## src/rtl/uart_ctrl_pkg.sv

```systemverilog
// ============================================================================
// Module      : uart_ctrl_pkg
// Description : Shared UART controller types, defaults and parity helper.
//               Imported by the tx arbiter and the tx/rx agent BFMs.
// Revision    : 1.0 - initial release
// ============================================================================
`default_nettype none

package uart_ctrl_pkg;

    localparam int c_default_baud_div   = 16;
    localparam int c_default_data_width = 8;

    typedef enum logic [2:0] {
        S_IDLE   = 3'd0,
        S_START  = 3'd1,
        S_DATA   = 3'd2,
        S_PARITY = 3'd3,
        S_STOP   = 3'd4
    } uart_tx_state_e;

    // Narrower bytes are zero-extended by the caller, which leaves the parity unchanged.
    function automatic logic even_parity(input logic [7:0] data);
        return ^data;
    endfunction

endpackage

`default_nettype wire

```

## src/rtl/uart_tx_arbiter_if.sv

```systemverilog
// ============================================================================
// Module      : uart_tx_arbiter_if
// Description : Requester handshake bundle and serial output of the UART
//               transmit arbiter.
// Revision    : 1.0 - initial release
// ============================================================================
`default_nettype none

interface uart_tx_arbiter_if #(
    parameter int NUM_REQ    = 4,
    parameter int DATA_WIDTH = 8
) ();
    logic [NUM_REQ-1:0]            req_valid;
    logic [NUM_REQ*DATA_WIDTH-1:0] req_data;
    logic [NUM_REQ-1:0]            req_ready;
    logic [$clog2(NUM_REQ)-1:0]    grant_id;
    logic                          busy;
    logic                          tx;

    modport master (
        output req_valid, req_data,
        input  req_ready, grant_id, busy, tx
    );

    modport slave (
        input  req_valid, req_data,
        output req_ready, grant_id, busy, tx
    );
endinterface

`default_nettype wire

```

## src/rtl/uart_baud_counter.sv

```systemverilog
// ============================================================================
// Module      : uart_baud_counter
// Description : Free-running 0..BAUD_DIV-1 counter with synchronous clear and
//               a one-cycle bit_tick on the terminal count.
// Revision    : 1.0 - initial release
// ============================================================================
`default_nettype none

module uart_baud_counter #(
    parameter int BAUD_DIV = 16
) (
    input  wire  clk,
    input  wire  areset,
    input  wire  i_clear,
    output logic o_bit_tick
);
    localparam int c_cnt_w = $clog2(BAUD_DIV);

    logic [c_cnt_w-1:0] r_cnt;

    assign o_bit_tick = (r_cnt == c_cnt_w'(BAUD_DIV - 1));

    always_ff @(posedge clk or negedge areset) begin
        if (!areset) begin
            r_cnt <= '0;
        end else if (i_clear || o_bit_tick) begin
            r_cnt <= '0;
        end else begin
            r_cnt <= r_cnt + c_cnt_w'(1);
        end
    end
endmodule

`default_nettype wire

```

## src/rtl/uart_tx_arbiter.sv

```systemverilog
// ============================================================================
// Module      : uart_tx_arbiter
// Description : Round-robin arbiter sharing one UART tx line between NUM_REQ
//               requesters. Define UART_TX_ARB_PARITY_EN for an even-parity bit.
// Revision    : 1.0 - initial release
// ============================================================================
`default_nettype none

module uart_tx_arbiter
    import uart_ctrl_pkg::*;
#(
    parameter int NUM_REQ    = 4,
    parameter int DATA_WIDTH = c_default_data_width,
    parameter int BAUD_DIV   = c_default_baud_div,
    parameter int STOP_BITS  = 1
) (
    input wire               pclk,
    input wire               areset,
    uart_tx_arbiter_if.slave bus
);
    localparam int c_id_w  = $clog2(NUM_REQ);
    localparam int c_cnt_w = $clog2(DATA_WIDTH);
`ifdef UART_TX_ARB_PARITY_EN
    localparam uart_tx_state_e c_after_data = S_PARITY;
`else
    localparam uart_tx_state_e c_after_data = S_STOP;
`endif

    uart_tx_state_e          r_state, w_state_next;
    logic [DATA_WIDTH-1:0]   r_shift, w_shift_next;
    logic [c_cnt_w-1:0]      r_bit_cnt, w_bit_cnt_next;
    logic [c_id_w-1:0]       r_ptr, r_grant_id, w_sel, w_cand;
    logic                    r_tx, w_tx_next;
    logic                    w_found, w_grant, w_bit_tick;
    logic [DATA_WIDTH-1:0]   w_sel_data;
`ifdef UART_TX_ARB_PARITY_EN
    logic                    r_parity;
`endif

    uart_baud_counter #(.BAUD_DIV(BAUD_DIV)) u_baud (
        .clk        (pclk),
        .areset     (areset),
        .i_clear    (r_state == S_IDLE),
        .o_bit_tick (w_bit_tick)
    );

    // First pending requester at or after the pointer, wrapping modulo NUM_REQ.
    always_comb begin
        w_found = 1'b0;
        w_sel   = '0;
        w_cand  = '0;
        for (int k = 0; k < NUM_REQ; k++) begin
            if (int'(r_ptr) + k >= NUM_REQ) begin
                w_cand = c_id_w'(int'(r_ptr) + k - NUM_REQ);
            end else begin
                w_cand = c_id_w'(int'(r_ptr) + k);
            end
            if (!w_found && bus.req_valid[w_cand]) begin
                w_found = 1'b1;
                w_sel   = w_cand;
            end
        end
    end

    assign w_grant       = w_found && (r_state == S_IDLE) && areset;
    assign w_sel_data    = bus.req_data[int'(w_sel)*DATA_WIDTH +: DATA_WIDTH];
    assign bus.req_ready = w_grant ? (NUM_REQ'(1) << w_sel) : '0;
    assign bus.grant_id  = r_grant_id;
    assign bus.busy      = (r_state != S_IDLE);
    assign bus.tx        = r_tx;

    // tx is registered from the next-state view so the pin never glitches.
    always_comb begin
        w_state_next   = r_state;
        w_shift_next   = r_shift;
        w_bit_cnt_next = r_bit_cnt;
        w_tx_next      = 1'b1;
        case (r_state)
            S_IDLE: begin
                if (w_grant) begin
                    w_state_next   = S_START;
                    w_shift_next   = w_sel_data;
                    w_bit_cnt_next = '0;
                end
            end
            S_START: begin
                if (w_bit_tick) begin
                    w_state_next = S_DATA;
                end
            end
            S_DATA: begin
                if (w_bit_tick) begin
                    w_shift_next = r_shift >> 1;
                    if (r_bit_cnt == c_cnt_w'(DATA_WIDTH - 1)) begin
                        w_state_next   = c_after_data;
                        w_bit_cnt_next = '0;
                    end else begin
                        w_bit_cnt_next = r_bit_cnt + c_cnt_w'(1);
                    end
                end
            end
`ifdef UART_TX_ARB_PARITY_EN
            S_PARITY: begin
                if (w_bit_tick) begin
                    w_state_next = S_STOP;
                end
            end
`endif
            S_STOP: begin
                if (w_bit_tick) begin
                    if (r_bit_cnt == c_cnt_w'(STOP_BITS - 1)) begin
                        w_state_next   = S_IDLE;
                        w_bit_cnt_next = '0;
                    end else begin
                        w_bit_cnt_next = r_bit_cnt + c_cnt_w'(1);
                    end
                end
            end
            default: begin
                w_state_next = S_IDLE;
            end
        endcase

        case (w_state_next)
            S_START: w_tx_next = 1'b0;
            S_DATA:  w_tx_next = w_shift_next[0];
`ifdef UART_TX_ARB_PARITY_EN
            S_PARITY: w_tx_next = r_parity;
`endif
            default: w_tx_next = 1'b1;
        endcase
    end

    always_ff @(posedge pclk or negedge areset) begin
        if (!areset) begin
            r_state    <= S_IDLE;
            r_shift    <= '0;
            r_bit_cnt  <= '0;
            r_ptr      <= '0;
            r_grant_id <= '0;
            r_tx       <= 1'b1;
`ifdef UART_TX_ARB_PARITY_EN
            r_parity   <= 1'b0;
`endif
        end else begin
            r_state   <= w_state_next;
            r_shift   <= w_shift_next;
            r_bit_cnt <= w_bit_cnt_next;
            r_tx      <= w_tx_next;
            if (w_grant) begin
                r_grant_id <= w_sel;
                r_ptr      <= (w_sel == c_id_w'(NUM_REQ - 1)) ? '0 : w_sel + c_id_w'(1);
`ifdef UART_TX_ARB_PARITY_EN
                r_parity   <= even_parity(8'(w_sel_data));
`endif
            end
        end
    end
endmodule

`default_nettype wire

```

## src/flat_wrapper.sv

```systemverilog
// flat-port wrapper written by rule: the top's interface ports become plain ports
module uart_tx_arbiter_flat import uart_ctrl_pkg::*;
#(
    parameter int NUM_REQ    = 4,
    parameter int DATA_WIDTH = c_default_data_width,
    parameter int BAUD_DIV   = c_default_baud_div,
    parameter int STOP_BITS  = 1
)
  (pclk, areset, bus_req_valid, bus_req_data, bus_req_ready, bus_grant_id, bus_busy, bus_tx);
  uart_tx_arbiter_if #(.NUM_REQ(NUM_REQ), .DATA_WIDTH(DATA_WIDTH)) bus_i ();
  input wire pclk;
  input wire areset;
  input wire logic [$bits(bus_i.req_valid)-1:0] bus_req_valid;
  input wire logic [$bits(bus_i.req_data)-1:0] bus_req_data;
  output wire logic [$bits(bus_i.req_ready)-1:0] bus_req_ready;
  output wire logic [$bits(bus_i.grant_id)-1:0] bus_grant_id;
  output wire logic [$bits(bus_i.busy)-1:0] bus_busy;
  output wire logic [$bits(bus_i.tx)-1:0] bus_tx;
  assign bus_i.req_valid = bus_req_valid;
  assign bus_i.req_data = bus_req_data;
  assign bus_req_ready = bus_i.req_ready;
  assign bus_grant_id = bus_i.grant_id;
  assign bus_busy = bus_i.busy;
  assign bus_tx = bus_i.tx;
  uart_tx_arbiter #(.NUM_REQ(NUM_REQ), .DATA_WIDTH(DATA_WIDTH), .BAUD_DIV(BAUD_DIV), .STOP_BITS(STOP_BITS)) u_core (.pclk(pclk), .areset(areset), .bus(bus_i));
endmodule
```

## config.mk

```make
export PLATFORM = sky130hd
export DESIGN_NAME = uart_tx_arbiter_flat
export DESIGN_NICKNAME = d
export VERILOG_FILES = /design/src/rtl/uart_ctrl_pkg.sv /design/src/rtl/uart_tx_arbiter_if.sv /design/src/rtl/uart_baud_counter.sv /design/src/rtl/uart_tx_arbiter.sv /design/src/flat_wrapper.sv
export SDC_FILE = /design/constraint.sdc
export NUM_CORES = 1
export LEC_CHECK = 0
export CAP_MARGIN = 40
export CORE_MARGIN = 5
export CORE_UTILIZATION = 50
export CTS_CLUSTER_SIZE = 30
export DETAILED_ROUTE_END_ITERATION = 7
export PLACE_DENSITY = 0.95
export SLEW_MARGIN = 20
export SYNTH_ARGS = -nofsm -noshare
export SYNTH_HDL_FRONTEND = slang
export SYNTH_SLANG_ARGS = --single-unit
```

## constraint.sdc

```tcl
create_clock -name pclk -period 5.28 [get_ports pclk]
set_clock_uncertainty 0.15 [all_clocks]
set_input_delay 1.056 -clock pclk [delete_from_list [all_inputs] [get_ports pclk]]
set_output_delay 1.056 -clock pclk [all_outputs]
set_load 0.05 [all_outputs]
```

* Word-level counts from Yosys, hierarchy flattened *
Cells that the tools add are included.

cells by class
  add/subtract/negate cells = 10
  multiply operators = 0
  divide/modulo/power cells = 0
  magnitude comparators = 8
  equality and inequality tests = 11
  shift-type cells = 2
  muxes and demuxes = 40
  bitwise operators = 0
  reductions and logical operators = 16

operators by type and width
  cell                                                 count
  2-to-1 mux 3 bit                                     11
  variable part select 32 x 6 -> 8 bit                 1
  2-to-1 mux 2 bit                                     9
  2-to-1 mux 8 bit                                     2
  one-hot mux 8 bit (2 select lines)                   1
  < comparator 2 x 3 -> 1 bit (second input constant)  4
  one-hot mux 3 bit (4 select lines)                   1
  >= comparator 3 bit (second input constant)          3
  one-hot mux 3 bit (3 select lines)                   1
  binary-select mux 1 bit (select 2 bit)               4
  2-to-1 mux 1 bit                                     8
  2-to-1 mux 4 bit                                     2
  subtractor 2 x 1 -> 2 bit (second input constant)    4
  adder 2 x 2 -> 3 bit (second input constant)         2
  == test 3 x 1 -> 1 bit (second input constant)       2
  == test 3 x 2 -> 1 bit (second input constant)       2
  == test 3 bit (second input constant)                2
  logical NOT 3 bit                                    2
  nonzero test 3 bit                                   2
  logical AND 1 bit                                    5
  adder 4 x 1 -> 4 bit (second input constant)         1
  == test 4 bit (second input constant)                1
  != test 2 bit (second input constant)                2
  AND reduction 4 bit                                  1
  12 further kinds                                     14

storage, ports and cells
  flip-flop bits (word level) = 23
  bits in latches = 0
  bits in writable memories = 0
  memory bits (read-only) = 0
  input bits = 38
  output and inout bits = 8
  memories kept = 0

* Logic depth before layout (Yosys ltp) *
  depth in word-level cells = 20
  mapped depth = 8
  depth with buffers taken out = 6

* Modules after synthesis *
From an unflattened synthesis, not the netlist that was laid out.

second synthesis, totals
  cell total of the unflattened synthesis = 156
  area, all modules = 1481.4 um2

modules (own cells, without submodules)
  module             instances  cells each  area an instance (um2)  sequential area each (um2)
  uart_tx_arbiter    1          143         1310.0                  476.7
  uart_baud_counter  1          13          171.4                   100.1

* Worst setup path after synthesis *
No wires, ideal clock.

  path type = in2out
  start = input bus_req_valid[3]
  end = output bus_req_ready[1]
  arrival time = 2.288 ns
  required time = 4.074 ns
  slack = 1.786 ns
  stages = 6
  buffers on the path = 2
  cell sequence = o21bai_1 > a221oi_2 > buf_6 > buf_12 > ha_1 > and3_1

between the ends
  elaborated cells between the ends (all ways) = 26
  those cells by class = shift (1); mux (17); reduce/logical (8)

RTL lines
  item                                    RTL line               source
  start: declaration                      flat_wrapper.sv:13     input wire logic [$bits(bus_i.req_valid)-1:0] bus_req_valid;
  binary-select mux 1 bit (select 2 bit)  uart_tx_arbiter.sv:58  if (!w_found && bus.req_valid[w_cand]) begin
  2-to-1 mux 1 bit (implied by the code)  uart_tx_arbiter.sv:58
  2-to-1 mux 1 bit                        uart_tx_arbiter.sv:58
  logical NOT 1 bit                       uart_tx_arbiter.sv:58
  logical AND 1 bit                       uart_tx_arbiter.sv:58
  2-to-1 mux 1 bit                        uart_tx_arbiter.sv:58
  logical NOT 1 bit                       uart_tx_arbiter.sv:58
  logical AND 1 bit                       uart_tx_arbiter.sv:58
  2-to-1 mux 1 bit                        uart_tx_arbiter.sv:58
  logical NOT 1 bit                       uart_tx_arbiter.sv:58
  logical AND 1 bit                       uart_tx_arbiter.sv:58
  2-to-1 mux 2 bit (*)                    uart_tx_arbiter.sv:58
  named net u_core.w_sel[0]               uart_tx_arbiter.sv:32  logic [c_id_w-1:0] r_ptr, r_grant_id, w_sel, w_cand;
  left shift 1 x 2 -> 4 bit (*)           uart_tx_arbiter.sv:67  assign bus.req_ready = w_grant ? (NUM_REQ'(1) << w_sel) : '0;
  2-to-1 mux 4 bit (*)                    uart_tx_arbiter.sv:67
  end: declaration                        flat_wrapper.sv:15     output wire logic [$bits(bus_i.req_ready)-1:0] bus_req_ready;

Mark *: on every way through the listed nets, which the timed path passes. The rest lies on a longest branch. The select of a mux whose other input is x is not followed.

* Worst setup path in the final report *
  start = input bus_req_valid[3]
  end = output bus_req_ready[0]

between the ends
  longest elaborated chain between the ends = 15
  elaborated cells between the ends (all ways) = 26
  those cells by class = shift (1); mux (17); reduce/logical (8)

ends and longest elaborated chain
  item                                    RTL line               source
  binary-select mux 1 bit (select 2 bit)  uart_tx_arbiter.sv:58
  2-to-1 mux 1 bit (implied by the code)  uart_tx_arbiter.sv:58
  2-to-1 mux 1 bit                        uart_tx_arbiter.sv:58
  logical NOT 1 bit                       uart_tx_arbiter.sv:58
  logical AND 1 bit                       uart_tx_arbiter.sv:58
  2-to-1 mux 1 bit                        uart_tx_arbiter.sv:58
  logical NOT 1 bit                       uart_tx_arbiter.sv:58
  logical AND 1 bit                       uart_tx_arbiter.sv:58
  2-to-1 mux 1 bit                        uart_tx_arbiter.sv:58
  logical NOT 1 bit                       uart_tx_arbiter.sv:58
  logical AND 1 bit                       uart_tx_arbiter.sv:58
  2-to-1 mux 1 bit                        uart_tx_arbiter.sv:58
  logical AND 1 bit (2 in a row)          uart_tx_arbiter.sv:65  assign w_grant = w_found && (r_state == S_IDLE) && areset;
  2-to-1 mux 4 bit (*)                    uart_tx_arbiter.sv:67

Mark *: on every way between the ends. The rest lies on a longest branch, timed or not. The select of a mux whose other input is x is not followed.

==> out/results.txt <==
ys async rst share = 100%
Synth Net Count = 196
Setup Buffers After CTS = 0
Vias/cell = 5.70
RePlAce Congestion = 0.829
fin util = 66.4%
gr usage total = 17.5%
CTS tree = done
Max Clk Rate = 221 MHz
die width = 64.9 um
post_cts resized = 0
Filler cells = 249
P_leak = 0.000880 uW
R2R Setup Slk = 3.09 ns
Starting Density = 50.6%
antenna violations before repair = 0
hold crit path type = flop to flop
Worst Path Max Fanout = 5
Power Density = 423 nW/um^2
status = completed
routed via count = 1294
largest net degree at the start of global routing = 24
number of I/O port buffers = 45
GR peak layer = met2
TritonCTS buffer count = 3
Multi-input gate area = 835 um^2
worst vdd ir = 0.000215 V
sequential share of the synthesized area = 38.3%
root buffer cell = clkbuf_4
H-tree depth = 1
final setup violating endpoints = 0
Fin. Hold Viols = 0
clock slew at reported path FFs = 0.12 ns
CP endpoint kind = output port
number of global-route vias before repair = 1354
1st-pass router iterations = 4
final period utilization = 85.7%
nets = 241
hpwl dp = 2610 um
die area = 4210 um^2
GR Overflow Total = 0
met1 usage = 19.6%
Routed Antenna Nets = 0
Mapped Area = 1510 um^2
Cells after Synth = 150
routing usage on met3 = 2.43%
# hold bufs at CTS = 0
Synth area leader = dfrtp_1
final WL = 3280 um
Post-synth top cells = 22 x dfrtp_1, 16 x mux2i_1, 11 x nand2_1
worst-margin pin slew = 0.561 ns
Slew Limit Fails = 0
Ys Warns = 0
dpl cell area = 1950 um^2
Core ar. = 2980 um^2
top cell type's share of synthesized area = 36.5%
WL/cell = 14.4 um
share of cells above drive strength 1 = 7.22%
dominant cells by area after synthesis = dfrtp_1 37%, mux2i_1 11%, ha_1 6.6%
Netlist cell types = 39
Worst EP required = 4.07 ns
diodes inserted = 0
Max Cap Violations = 0
Initial DRC Count = 112
WS Path Type = input port to output port
residual DRC count = 0
flops & latches, synth = 23
CP startpoint kind = input port
design area = 1980 um^2
wire length of the first global-routing pass = 5830 um
TritonCTS Sinks = 23
IO Count = 46
minimum clock period = 4.53 ns
Primary FF master, synth = dfrtp_1
CP arrival = 3.32 ns
most frequent cell after synthesis = dfrtp_1
syn avg cell area = 10.0 um^2
Post-synth EDFFs = 0
Setup TNS = 0 ns
die extent in y = 64.9 um
floorplan row count = 20
RSZ-0062 raised after global routing = no
synth-to-layout area growth = 31.3%
Worst-Skew Late Latency = 0.32 ns
M2 GR Usage = 32.8%
max_slew headroom = 62.4%
sequential cell area = 577 um^2
CTS Buffer Depth = 2
==> layout make-up <==
class	instances	share of cell area [%]
Multi-Input combinational cell	111	42.2
Tap cell	33	2.09
Timing Repair Buffer	47	23.5
Inverter	9	1.71
Sequential cell	23	29.2
Clock buffer	4	1.33
==> cells in the final DEF (no fill, tap or decap), types with 2 or more instances in the layout <==
master	instances
a21oi_1	10
a22oi_1	7
and3_1	6
buf_4	2
clkbuf_4	3
clkdlybuf4s50_1	45
dfrtp_1	22
ha_1	8
inv_1	9
mux2i_1	16
nand2_1	11
nand2b_1	5
nand3_1	3
nor2_1	10
nor3_1	2
nor3_2	2
o21a_1	2
o21ai_0	4
o221ai_1	7
==> metal layers <==
| layer | vias to the layer above | share of wire, % |
|---|---|---|
| met5 | - | 0 |
| met1 | 606 | 41 |
| met3 | 5 | 6.5 |
| met4 | 0 | 2.0 |
| li1 | 641 | - |
| met2 | 42 | 51 |
==> worst paths after layout <==
| check | start | end | cells after the start |
|---|---|---|---|
| hold / removal | u_core.u_baud.r_cnt[0]$_DFF_PN0_ | u_core.u_baud.r_cnt[0]$_DFF_PN0_ | 1 |
| hold reg to reg | u_core.u_baud.r_cnt[0]$_DFF_PN0_ | u_core.u_baud.r_cnt[0]$_DFF_PN0_ | 1 |
| setup / recovery | bus_req_valid[3] | bus_req_ready[0] | 7 |
| max in group asynchronous | areset | u_core.bus.tx$_DFF_PN1_ | 2 |
| setup reg to reg | u_core.r_ptr[0]$_DFFE_PN0P_ | u_core.r_shift[7]$_DFFE_PN0P_ | 6 |
| min in group asynchronous | areset | u_core.r_ptr[1]$_DFFE_PN0P_ | 2 |
==> flip-flops by register name, indices dropped and copies added, names as in the netlist <==
signal               cells
u_core.r_ptr             2
u_core.bus.grant_id      2
u_core.bus.tx            1
u_core.r_shift           8
u_core.r_bit_cnt         3
u_core.r_state           3
u_core.u_baud.r_cnt      4
==> worst max-delay path, stage by stage <==
cell and delay (ns):
clkdlybuf4s50_1 0.59, o21bai_1 0.12, a221oi_2 0.40, inv_1 0.12, ha_1 0.20, and3_1 0.13, clkdlybuf4s50_1 0.69
==> per-stage QoR <==
step / worst slack [ns] / total power [uW] / std cells / hold slack [ns]
global route: 0.618 / 906 / 227 / 0.414
CTS: 0.737 / 841 / 227 / 0.377
floorplan: 1.79 / 659 / 150 / 0.312
global placement: 0.833 / 742 / 223 / 0.350
finish: 0.754 / 837 / 227 / 0.379
detailed placement: 0.744 / 758 / 223 / 0.358
==> cells by family after synthesis <==
family,Yosys count,synth area share [%]
compound gates,40,19.3
buf+inv,16,6.31
simple gates,44,16.0
fa+ha+maj,8,6.64
mux,18,12.9
xor+xnor,1,0.582
flops,23,38.3
==> report_power, final <==
group | internal [uW] | switching, uW | leakage [uW]
clock network | 29.6 | 52.8 | 0.0000150
logic | 201 | 236 | 0.000580
registers | 253 | 64.4 | 0.000285
Note: power is estimated with default switching activity, not from simulation.
==> RTL edit 1, RTL diff (same settings) <==
Make the reset (`areset`) synchronous in 2 clocked blocks.
--- a/src/rtl/uart_baud_counter.sv
+++ b/src/rtl/uart_baud_counter.sv
@@ -20,7 +20,7 @@
 
     assign o_bit_tick = (r_cnt == c_cnt_w'(BAUD_DIV - 1));
 
-    always_ff @(posedge clk or negedge areset) begin
+    always_ff @(posedge clk) begin
         if (!areset) begin
             r_cnt <= '0;
         end else if (i_clear || o_bit_tick) begin
--- a/src/rtl/uart_tx_arbiter.sv
+++ b/src/rtl/uart_tx_arbiter.sv
@@ -131,7 +131,7 @@
         endcase
     end
 
-    always_ff @(posedge pclk or negedge areset) begin
+    always_ff @(posedge pclk) begin
         if (!areset) begin
             r_state    <= S_IDLE;
             r_shift    <= '0;
Formal check against the unedited RTL: differs if areset is asserted again (counterexample within 4 cycles, from zero or initial values and one cycle with areset low); with areset held inactive, the same outputs for 10 cycles.
==> RTL edit 1 against the original RTL <==
- first-iteration DRC count shrank 30%
- via count up 7.0%
- sequential cell count unchanged
- non-clock buffer count did not move
- synthesized area shrank 1.6%
- final area is 1.2% lower
- wire length grew 12%
- setup slack worse by 0.086 ns
- cell count increased by 4.0%
- critical path depth rose by 1
- critical path type unchanged
- critical endpoint is now bus_req_ready[2]
Power is not compared: it rests on default switching activity, and its combinational part moved more than twofold at a synthesized area within 25%.
==> RTL edit 1: results (changes against the original RTL) <==
Power and ir drop
  – Tot Pwr: 0.496 mW

Cells and area
  – Final nets: 252 (+4.6%)
  – # fillers: 216 (-13%)
  – NonClk Buf Share: 23.8% (+0.29 points)
  – Seq/total area: 23.6% (-5.6 points)
  – Clock network area share: 1.41% (+0.080 points)
  – Multi-input gates: 124 (+12%)
  – Share of layout cells above drive strength 1: 9.76% (+2.5 points)

Route
  – Metal3 WL: 240 microns (+13%)
  – Met2 Routed Length: 1920 microns (+16%)
  – Routed vias/inst: 5.86 (+2.9%)
  – 1st-iter DRT viols: 78 (-30%)
  – Wl on met1: 1410 microns (+5.8%)
  – DR vias: 1384 (+7.0%)

Synth
  – Post-Synth Adder-Cell Area: 6.75% (+0.11 points)
  – Sequential-to-total area share from yosys stat: 31.1% (-7.2 points)
  – Syn avg cell area: 9.27 sq um (-7.7%)
  – Mux cell area share after synthesis: 11.6% (-1.3 points)
  – Post-synth top cells: 23 x dfxtp_1, 17 x nand2_1, 16 x mux2i_1, 8 x ha_1, 8 x o221ai_1
  – Net Count, Synth: 206 (+5.1%)
  – Synth area leaders: dfxtp_1 31%, mux2i_1 11%, ha_1 6.8%
  – Netlist cell types: 47 (+21%)
  – Asr flop ratio synth: 0% (-100 points)
  – Synth Area in Compound Gates: 21.5% (+2.2 points)
  – Synth Area in XOR/XNOR: 1.18% (+0.60 points)

STA
  – Slew @ Worst Pin: 0.510 ns (-0.0509 ns)
  – Min Hold Slack: 0.307 ns (-0.0719 ns)

Placement
  – Dpl ws: 0.704 ns (-0.0401 ns)
  – Placement Cell Area: 0.00193 sq mm (-1.3%)
  – Placed cells: 232 (+4.0%)
  – Routability Congestion: 0.837 (+0.89%)
  – HPWL after DPL: 2880 microns (+10%)

Global route
  – Met3 GRT Util: 3.63% (+1.2 points)
  – M2 GR Usage: 33.8% (+0.94 points)
  – Global Route met1 Usage: 19.1% (-0.52 points)
  – Total track usage: 18.3% (+0.77 points)
  – First-pass GRT wire length: 6130 microns (+5.2%)
  – Vias in the first global route: 1480 (+9.3%)

Outcome
  – Status: finished clean

Worst setup path
  – R2R setup slack: 3.32 ns (+0.23 ns)
RTL edit 1: cell types whose count changed after synthesis, moves of 4 or more:
cell,delta
a21boi_1,+4
dfxtp_1,+23
inv_1,-5
a22oi_1,-6
nand2_1,+6
dfrtp_1,-22
a22o_1,+5
a21oi_1,-7
RTL edit 1: cell families after synthesis:
group | count (synthesis)
simple gates | 58
compound gates | 39
flops | 23
mux | 17
buf+inv | 13
fa+ha+maj | 8
xor+xnor | 2
RTL edit 1: worst paths after layout:
check                         start                      to  depth (start not counted)
min          u_core.u_baud.r_cnt[0]  u_core.u_baud.r_cnt[0]                          1
min reg2reg  u_core.u_baud.r_cnt[0]  u_core.u_baud.r_cnt[0]                          1
max reg2reg  u_core.u_baud.r_cnt[0]     u_core.r_bit_cnt[2]                          6
max                bus_req_valid[1]        bus_req_ready[2]                          8
==> RTL edit 2, RTL diff (same settings) <==
Made on the original files. The option `UART_TX_ARB_PARITY_EN` is turned on by a define.
--- a/src/rtl/uart_tx_arbiter.sv
+++ b/src/rtl/uart_tx_arbiter.sv
@@ -5,6 +5,8 @@
 // Revision    : 1.0 - initial release
 // ============================================================================
 `default_nettype none
+
+`define UART_TX_ARB_PARITY_EN
 
 module uart_tx_arbiter
     import uart_ctrl_pkg::*;
Behaviour: no difference found for any inputs over 10 cycles, from zero or initial values and one cycle with areset low; that may be too few to reach the edited logic, so the function may still have changed.
==> RTL edit 2 against the original RTL <==
- sequential power increased by 6.3%
- combinational power rose by 36%
- utilization grew 2.2 points
- setup slack gained 0.12 ns
- first-iteration DRC count rose by 62%
- synthesized area up 17%
- total power increased by 23%
- wire length grew 37%
- fmax increased by 2.7%
- global-route usage grew 1.3 points
- final area increased by 17%
- synthesized cell count grew 36%
- sequential cell count up 1
- critical endpoint is now bus_req_ready[1]
- highest routed layer unchanged
==> RTL edit 2: results (changes against the original RTL) <==
Outcome
  – Status: finished clean

Worst setup path
  – Worst Path Max Fanout: 12 (+7)
  – Crit path capture: bus_req_ready[1]
  – R2R depth: 8 (+2)
  – Reg-to-Reg Start: u_core.r_ptr[1]
  – CP arrival: 3.20 ns (-0.12 ns)
  – Crit path launch: bus_req_valid[2]
  – RR Endpoint: u_core.r_parity

Power and ir drop
  – P_leak: 1.01 nW (+14%)
  – Net Sw Power: 0.469 mW (+33%)
  – Combinational share of power: 57.8% (+5.6 points)
  – Max rail drop VDD: 0.000357 V (+66%)
  – Net Sw Frac: 45.7% (+3.5 points)

Clock network
  – Worst skew pair latency: 0.32 ns (about the same)
  – Post_cts resized: 0 (unchanged)

Route
  – Routed vias/inst: 6.09 (+6.8%)
  – 1st-iter DRT viols: 181 (+62%)
  – DR pass1 iterations: 4 (unchanged)
  – Wl on met1: 1880 microns (+41%)
  – Metal3 WL: 349 microns (+64%)
  – Met2 Routed Length: 2170 microns (+31%)

Global route
  – Total track usage: 18.8% (+1.3 points)
  – Vias in the first global route: 1742 (+29%)
  – Largest net degree at the start of global routing: 25 (+4.2%)

Placement
  – Routability Congestion: 0.830 (+0.12%)
  – Dpl ws: 0.948 ns (+0.204 ns)
  – HPWL after DPL: 3490 microns (+34%)

Cells and area
  – Share of layout cells above drive strength 1: 11.4% (+4.2 points)
  – Final nets: 293 (+22%)
  – # fillers: 286 (+15%)

Synth
  – Synth area leaders: dfrtp_1 33%, nand3_1 7.7%, ha_1 5.7%
  – Post-synth top cells: 27 x nand3_1, 23 x dfrtp_1, 22 x nand2_1, 17 x o21ai_0
  – Netlist cell types: 46 (+18%)
  – Sequential-to-total area share from yosys stat: 34.2% (-4.1 points)

STA
  – Rel. slew slack: 45.8% (-17 points)
  – Crit share post-route: 83.5% (-2.3 points)
-- RTL edit 2: final cells by class --
class | instances | area [sq um] | share of cell area, %
Multi-Input combinational cell | 165 | 1080 | 46.6
Timing Repair Buffer | 48 | 513 | 22.2
Sequential cell | 24 | 602 | 26.1
Clock buffer | 4 | 36.3 | 1.57
Inverter | 5 | 23.8 | 1.03
Tap cell | 46 | 57.6 | 2.49
-- RTL edit 2: cells by family after synthesis --
logic type | after synthesis | share of synthesized area, %
and+or+nand+nor | 96 | 28.8
AOI/OAI and AO/OA | 56 | 24.2
DFF | 24 | 34.2
buffers and inverters | 15 | 4.48
adders and majority gates | 8 | 5.69
xor gates and xnor gates | 4 | 1.99
muxes | 1 | 0.569
-- RTL edit 2: per-layer routing --
| layer | global-route usage (%) | vias to the layer above |
|---|---|---|
| li1 | - | 843 |
| met1 | 23.2 | 828 |
| met2 | 32.3 | 93 |
| met3 | 2.90 | 13 |
| met4 | 8.03 | 0 |
| met5 | 0 | - |
-- RTL edit 2: worst min path at each step --
stage                            from                      to  slack, ns  cells after the start
3_5_place_dp   u_core.u_baud.r_cnt[0]  u_core.u_baud.r_cnt[0]       0.30                      1
6_report       u_core.u_baud.r_cnt[0]  u_core.u_baud.r_cnt[0]       0.32                      1
5_1_grt        u_core.u_baud.r_cnt[0]  u_core.u_baud.r_cnt[0]       0.34                      1
3_3_place_gp   u_core.u_baud.r_cnt[0]  u_core.u_baud.r_cnt[0]       0.30                      1
4_1_cts        u_core.u_baud.r_cnt[0]  u_core.u_baud.r_cnt[0]       0.32                      1
2_1_floorplan  u_core.u_baud.r_cnt[0]  u_core.u_baud.r_cnt[0]       0.28                      1
-- RTL edit 2: critical path, stage by stage --
cell,delay [ns]
clkdlybuf4s50_1,0.51
o41ai_1,0.79
nor2_1,0.39
and2_1,0.30
buf_12,0.15
